## src/rtl/uart_frame_arbiter.sv

```systemverilog
// -----------------------------------------------------------------------------
// uart_frame_arbiter
//
// Round-robin arbiter sharing one uart_tx byte transmitter between NUM_REQ
// frame sources. A grant covers a whole frame: the arbiter walks byte_index
// from 0 to FRAME_LENGTH-1, pulses tx_transmit once per byte, waits for the
// transmitter's busy flag to rise and fall, and after the last byte inserts
// an idle gap of GAP_CYCLES clocks before arbitrating again.
//
// Ports:
//   CLK          in   sole clock, rising edge
//   reset        in   synchronous, active-high
//   req          in   per-requester frame request level (sampled in IDLE only)
//   frame_data   in   byte from requester k on [8k+7:8k], selected by byte_index
//   grant        out  one-hot owner of the transmitter, 0 when no frame
//   byte_index   out  index of the byte requested from the owner
//   frame_done   out  one-cycle pulse on the owner's bit after its last byte
//   busy         out  high in every state except IDLE
//   tx_transmit  out  one-cycle start pulse to uart_tx
//   tx_data      out  frame_data of the granted requester, 0 when none
//   tx_active    in   busy flag from uart_tx
// -----------------------------------------------------------------------------
module uart_frame_arbiter #(
  parameter int NUM_REQ      = 2,
  parameter int FRAME_LENGTH = 20,
  parameter int GAP_CYCLES   = 1024
) (
  input  logic                 CLK,
  input  logic                 reset,
  input  logic [NUM_REQ-1:0]   req,
  input  logic [NUM_REQ*8-1:0] frame_data,
  output logic [NUM_REQ-1:0]   grant,
  output logic [7:0]           byte_index,
  output logic [NUM_REQ-1:0]   frame_done,
  output logic                 busy,
  output logic                 tx_transmit,
  output logic [7:0]           tx_data,
  input  logic                 tx_active
);

  localparam int IDX_W = $clog2(NUM_REQ);

  localparam logic [2:0] S_IDLE    = 3'd0;
  localparam logic [2:0] S_LOAD    = 3'd1;
  localparam logic [2:0] S_SEND    = 3'd2;
  localparam logic [2:0] S_WAIT_HI = 3'd3;
  localparam logic [2:0] S_WAIT_LO = 3'd4;
  localparam logic [2:0] S_GAP     = 3'd5;

  localparam logic [7:0]         LAST_BYTE  = 8'(FRAME_LENGTH - 1);
  localparam logic [15:0]        GAP_LOAD   = 16'(GAP_CYCLES);
  localparam logic [IDX_W-1:0]   LAST_RESET = IDX_W'(NUM_REQ - 1);
  localparam logic [NUM_REQ-1:0] ONE_HOT0   = NUM_REQ'(1);
  // With no gap configured the last byte returns straight to IDLE.
  localparam logic [2:0]         AFTER_FRAME = (GAP_CYCLES == 0) ? S_IDLE : S_GAP;

  logic [2:0]         state_q, state_d;
  logic [NUM_REQ-1:0] grant_q, grant_d;
  logic [7:0]         byte_index_q, byte_index_d;
  logic [IDX_W-1:0]   last_q, last_d;
  logic [15:0]        gap_q, gap_d;
  logic [NUM_REQ-1:0] frame_done_q, frame_done_d;

  // Round-robin pick: scan offsets NUM_REQ down to 1 from last_q so the
  // smallest offset (the first requester after the previous owner) wins.
  logic               pick_valid;
  logic [IDX_W-1:0]   pick_idx;
  logic [IDX_W-1:0]   cand;

  // NOTE: every signal assigned in a combinational block gets a default at the
  // top, so no path leaves it unassigned and no latch is inferred.
  always_comb begin
    pick_valid = 1'b0;
    pick_idx   = '0;
    cand       = '0;
    for (int i = NUM_REQ; i >= 1; i--) begin
      cand = IDX_W'((int'(last_q) + i) % NUM_REQ);
      if (req[cand]) begin
        pick_valid = 1'b1;
        pick_idx   = cand;
      end
    end
  end

  // Byte mux driven by the one-hot grant; all-zero grant yields 0.
  logic [7:0] tx_data_mux;

  always_comb begin
    tx_data_mux = '0;
    for (int k = 0; k < NUM_REQ; k++) begin
      if (grant_q[k]) tx_data_mux = tx_data_mux | frame_data[8*k +: 8];
    end
  end

  always_comb begin
    state_d      = state_q;
    grant_d      = grant_q;
    byte_index_d = byte_index_q;
    last_d       = last_q;
    gap_d        = gap_q;
    frame_done_d = '0;

    case (state_q)
      S_IDLE: begin
        if (pick_valid) begin
          grant_d      = ONE_HOT0 << pick_idx;
          byte_index_d = '0;
          last_d       = pick_idx;
          state_d      = S_LOAD;
        end
      end
      // One settling cycle so the owner can present byte 0.
      S_LOAD:    state_d = S_SEND;
      S_SEND:    state_d = S_WAIT_HI;
      S_WAIT_HI: if (tx_active) state_d = S_WAIT_LO;
      S_WAIT_LO: begin
        if (!tx_active) begin
          if (byte_index_q < LAST_BYTE) begin
            byte_index_d = byte_index_q + 8'd1;
            state_d      = S_SEND;
          end else begin
            frame_done_d = grant_q;
            grant_d      = '0;
            gap_d        = GAP_LOAD;
            state_d      = AFTER_FRAME;
          end
        end
      end
      S_GAP: begin
        gap_d = gap_q - 16'd1;
        if (gap_q == 16'd1) state_d = S_IDLE;
      end
      default: state_d = S_IDLE;
    endcase
  end

  // NOTE: state registers use non-blocking assignments so every flop samples
  // the pre-edge value of every other flop, independent of block order.
  // NOTE: the reset is synchronous, checked inside the clocked block; a reset
  // mid-frame drops the frame with no frame_done and restores the priority.
  always_ff @(posedge CLK) begin
    if (reset) begin
      state_q      <= S_IDLE;
      grant_q      <= '0;
      byte_index_q <= '0;
      last_q       <= LAST_RESET;
      gap_q        <= '0;
      frame_done_q <= '0;
    end else begin
      state_q      <= state_d;
      grant_q      <= grant_d;
      byte_index_q <= byte_index_d;
      last_q       <= last_d;
      gap_q        <= gap_d;
      frame_done_q <= frame_done_d;
    end
  end

  assign grant       = grant_q;
  assign byte_index  = byte_index_q;
  assign frame_done  = frame_done_q;
  assign busy        = (state_q != S_IDLE);
  assign tx_transmit = (state_q == S_SEND);
  assign tx_data     = tx_data_mux;

endmodule
```

## config.mk

```make
export PLATFORM = sky130hd
export DESIGN_NAME = uart_frame_arbiter
export DESIGN_NICKNAME = d
export VERILOG_FILES = /design/src/rtl/uart_frame_arbiter.sv
export SDC_FILE = /design/constraint.sdc
export NUM_CORES = 1
export LEC_CHECK = 0
export CAP_MARGIN = 15
export CORE_MARGIN = 2
export CORE_UTILIZATION = 48
export CTS_CLUSTER_DIAMETER = 120
export DETAILED_ROUTE_END_ITERATION = 8
export GPL_TIMING_DRIVEN = 1
export PLACE_DENSITY = 0.79
export SLEW_MARGIN = 30
export SYNTH_ARGS = -nofsm -noshare
export SYNTH_HDL_FRONTEND = slang
export SYNTH_SLANG_ARGS = --single-unit
```

## constraint.sdc

```tcl
create_clock -name CLK -period 2.3 [get_ports CLK]
set_input_delay 0.345 -clock CLK [delete_from_list [all_inputs] [get_ports CLK]]
set_output_delay 0.345 -clock CLK [all_outputs]
set_load 0.02 [all_outputs]
```

Word level (Yosys, flattened, before mapping)
Cells that the tools add are included.
{"block": "classes", "reduce_logical": 10, "n_lt_le_gt_ge": 3, "shifts": 1, "n_addsub": 4, "eq_ne": 12, "div_mod_pow": 0, "bitwise": 2, "mul": 0, "mux": 27}
{"op": "$mux 8", "n": 5}
{"op": "$mux 16", "n": 2}
{"op": "$pmux 16 s2", "n": 1}
{"op": "$pmux 3 s6", "n": 1}
{"op": "$eq 16x1->1 const B", "n": 1}
{"op": "$pmux 8 s2", "n": 1}
{"op": "$sub 16x1->16 const B", "n": 1}
{"op": "$mux 3", "n": 5}
{"op": "$ne 2x2->1 const B", "n": 6}
{"op": "$reduce_and 4->1", "n": 3}
{"op": "$add 8x1->8 const B", "n": 1}
{"op": "$lt 8x5->1 const B", "n": 1}
{"op": "$mux 1", "n": 8}
{"op": "$or 8x8->8", "n": 1}
{"op": "$eq 3x2->1 const B", "n": 2}
{"op": "$eq 3x3->1 const B", "n": 2}
{"op": "$mux 2", "n": 3}
{"op": "$lt 1x2->1 const B", "n": 2}
{"op": "$pmux 2 s2", "n": 1}
{"op": "$reduce_bool 2->1", "n": 2}
{"op": "$reduce_or 4->1", "n": 1}
{"op": "$eq 3x1->1 const B", "n": 1}
{"op": "$logic_not 3->1", "n": 1}
{"op": "$reduce_and 3->1", "n": 1}
{"op": "5 further kinds", "n": 6}
{"block": "word_totals", "output_inout_bits": 22, "mem_bits_ro": 0, "ram_bits": 0, "in_bits": 21, "reg_bits": 32, "memories": 0, "latch_bits": 0}

Depth between registers and ports, before layout
Gate-level depths: netlist of the first run.
{"block": "logic_depth", "word_depth": 8, "mapped_depth": 8}

Least setup slack after synthesis of the first run
OpenSTA, ideal clock, no wires.
{"block": "synth_path", "path_kind": "register to register", "start": "register byte_index_q[0], in the netlist byte_index[0]", "end": "register byte_index_q[3], in the netlist byte_index[3]", "required_ps": 2230, "arrival_ps": 2114, "synth_period_minus_slack_ps": 2184, "n_path_buf": 1, "setup_slack_ps": 116, "setup_ps": 70, "stages_incl_launch_ff": 8, "path_cell_list": "dfxtp_1 > ha_1 > o31a_1 > or4_4 > buf_6 > a21o_1 > or3_1 > a21oi_1"}
{"block": "synth_between", "elab_chain_len": 4, "elab_cells_between_ends": 7, "cone_classes": "1 x add/sub; 1 x order compare; 1 x eq/ne; 3 x mux; 1 x reduce/logical"}
{"element": "start: declaration", "line_no": "59", "text": "logic [7:0] byte_index_q, byte_index_d;"}
{"element": "start signal: assignment", "line_no": "152", "text": "byte_index_q <= byte_index_d;"}
{"element": "$add 8x1->8", "line_no": "119", "text": "byte_index_d = byte_index_q + 8'd1;"}
{"element": "$mux 8", "line_no": "118", "text": "if (byte_index_q < LAST_BYTE) begin"}
{"element": "$mux 8", "line_no": "117", "text": "if (!tx_active) begin"}
{"element": "$pmux 8 s2", "line_no": "103", "text": "case (state_q)"}
Parallel ways exist; a longest one is shown, timed or not. The select of a mux whose other input is x is not followed.
A chain may end at the register's enable or synchronous reset.

Worst setup path in the final report of the first run
Ends and elaborated chain as after synthesis.

==> flow_summary.ini, run 1 <==
[status]
status = finished clean

[die]
initial_utilization = 0.492
die_area_um2 = 3880
die_w_um = 62.3
core.rowCount = 21
num_io_pins = 43
chipHeight_um = 62.3
coreArea_um2 = 3310

[clock_tree]
cts_resized = 0
cts_buffer_depth = 2
post_cts_buffers = 0
cts.clk_slew.worst_paths_ps = 100
cts_tree = built
cts.htree.levels = 2
clock-sinks = 32
cts-buffers-inserted = 5
cts-root-buf = clkbuf_4
ctsHoldBuffers = 0
worst_skew_pair.late_latency_ps = 350

[route]
post_drt_wl_per_cell_um = 13.1
vias = 1551
drc = 0
wl_um = 3750
ant_nets = 0
drt_pre_antenna_iters = 4
dr.first_iter.drc_count = 48
viasPerCell = 5.40

[final_layout]
num_antenna_cells = 0
area_growth_pct = 35.5
fill_cells = 289
stdcell_count = 287
regArea_um2 = 641
multi_input_area_um2 = 935
nNetsFinal = 264
drive_above_1_share = 0.0913

[synth]
synth-main-ff-cell = dfxtp_1
ys_seq_area_frac = 0.393
syn-instance-count = 191
synth_edf_count = 0
synth-seq-cells = 32
synthDistinctLibCells = 44
syn_area_um2 = 1630
yosysMostFrequentCell = dfxtp_1
yosys.area.top_type = dfxtp_1
synth-async-reset-ratio = 0
synth_top_area_frac = 0.393
syn_nets = 215
synthTopCellsByArea = dfxtp_1 39%, nor2_1 6.9%, xor2_1 4.8%
synthTopCellsByCount = 32 x dfxtp_1, 30 x nor2_1, 13 x a21oi_1
postSynthAreaPerCell_um2 = 8.54
yosysWarningCount = 0

[place]
place_ws_ps = 179
port_buffers = 42
dp.cells = 279
routabilityCongestion = 0.810
dp_hpwl_um = 2750

[grt]
antenna_found_initial = 0
grt_overflow_total = 0
grt_max_degree = 15
grt_pass1_vias = 1401
grt_usage = 0.204
grt_pass1_wl_um = 6290

[power]
powerDensity_nw_per_um2 = 834
power_w = 0.00184
p_leak_nw = 0.833
peakVddDrop_uv = 827

[min_path]
min_path_type = reg2reg

[critical_path]
crit_type = reg2reg
cp-end-kind = flop
startpoint_type = flop
critPathArrivalTime_ps = 2430
required_ps = 2580
cpMaxStageDelayCell = or4_4
crit_chain = ha_1, o31a_1, or4_4, a21o_1, or3_1, a21oi_1
path_max_fanout = 7
slowest_delay_ps = 470

[timing]
max_freq_ghz = 0.465
fin_ws_ps = 148
whs_ps = 485
slew-limit-headroom = 0.652
hold_viol = 0
tightest_slew_ps = 523
min_period_ps = 2150
finalSetupTns_ps = 0
setup_viol = 0
skew_ps = 6.36
rsz0062_at_grt = false
fin_crit_sh = 0.935
finalMaxSlewViolations = 0

[job]
cap_violations = 0
-- cell usage in the layout (no fill, tap or decap), types with 3 or more instances in the layout --
cell	count
a21oi_1	13
o31ai_1	4
o21ai_0	4
inv_1	3
xor2_1	9
or4_1	6
dfxtp_1	32
buf_4	9
clkdlybuf4s50_1	42
a22o_1	8
a31oi_1	4
nand2b_1	7
nor3b_1	3
or3_1	4
clkbuf_4	5
nand3_1	7
nand4_1	5
ha_1	3
nand2_1	7
nor2_1	30
-- layout make-up --
| class | instances | share of cell area |
|---|---|---|
| clock buffers | 6 | 0.0187 |
| clock inverters | 2 | 0.0159 |
| inverters | 3 | 0.00510 |
| multi-input cells | 147 | 0.423 |
| flip-flops and latches | 32 | 0.290 |
| well taps | 46 | 0.0261 |
| repair buffers | 51 | 0.221 |
-- layer usage --
layer / up-vias / global-route usage / part of all wire
met3: 9 / 0.0562 / 0.033
li1: 803 / - / -
met1: 715 / 0.245 / 0.46
met2: 24 / 0.337 / 0.49
met5: - / 0 / 0
met4: 0 / 0.100 / 0.022
-- report_power, final --
part	switching (W)	internal (W)	total, W	leakage, nW
registers	0.0000954	0.000612	0.000707	0.259
clock network	0.000199	0.000228	0.000427	0.0422
logic	0.000359	0.000349	0.000708	0.531
total	0.000654	0.00119	0.00184	0.833
-- metrics by stage --
stage           util  cell area (µm²)
2_1_floorplan      -             1630
3_3_place_gp   0.644             2130
3_5_place_dp   0.644             2130
4_1_cts        0.667             2210
5_1_grt        0.667             2210
6_report       0.667             2210
-- path summary, 6_finish.rpt --
path | startpoint | end | slack, ps | depth (start not counted)
worst min register to register | gap_q[13] | gap_q[13] | 490 | 2
worst max register to register | byte_index[0] | byte_index[3] | 150 | 6
worst max-delay path | byte_index[0] | byte_index[3] | 150 | 6
worst min-delay path | gap_q[13] | gap_q[13] | 490 | 2
-- cells by family (layout without fill, tap and decap cells) --
| logic type | count (synthesis) | count (layout) | synth area share |
|---|---|---|---|
| simple gates | 86 | 86 | 0.289 |
| fa+ha+maj | 3 | 3 | 0.0230 |
| buf+inv | 12 | 62 | 0.0338 |
| xor+xnor | 11 | 11 | 0.0591 |
| flops | 32 | 32 | 0.393 |
| compound gates | 47 | 47 | 0.202 |
-- state kept, by name, summed over array words and instances, names as in the netlist --
name,count
gap_q,16
frame_done,2
grant,2
state_q,3
last_q,1
byte_index,8
-- critical path, delay by kind of cell, from the launching register on --
| kind | cells | cell delay (ps) |
|---|---|---|
| AND/OR/NAND/NOR | 2 | 820 |
| flip-flops | 1 | 370 |
| adder cells (fa/ha/maj) | 1 | 260 |
| AO/OA/AOI/OAI | 3 | 640 |
(Power assumes the default switching activity.)
==> run 2: changes to the inputs <==
--- a/config.mk
+++ b/config.mk
@@ -8,7 +8,6 @@
 export CAP_MARGIN = 15
 export CORE_MARGIN = 2
 export CORE_UTILIZATION = 48
-export CTS_CLUSTER_DIAMETER = 120
 export DETAILED_ROUTE_END_ITERATION = 8
 export GPL_TIMING_DRIVEN = 1
 export PLACE_DENSITY = 0.79
==> results of run 2 <==
No change in the layout: final DEF, timing and power equal those of run 1.
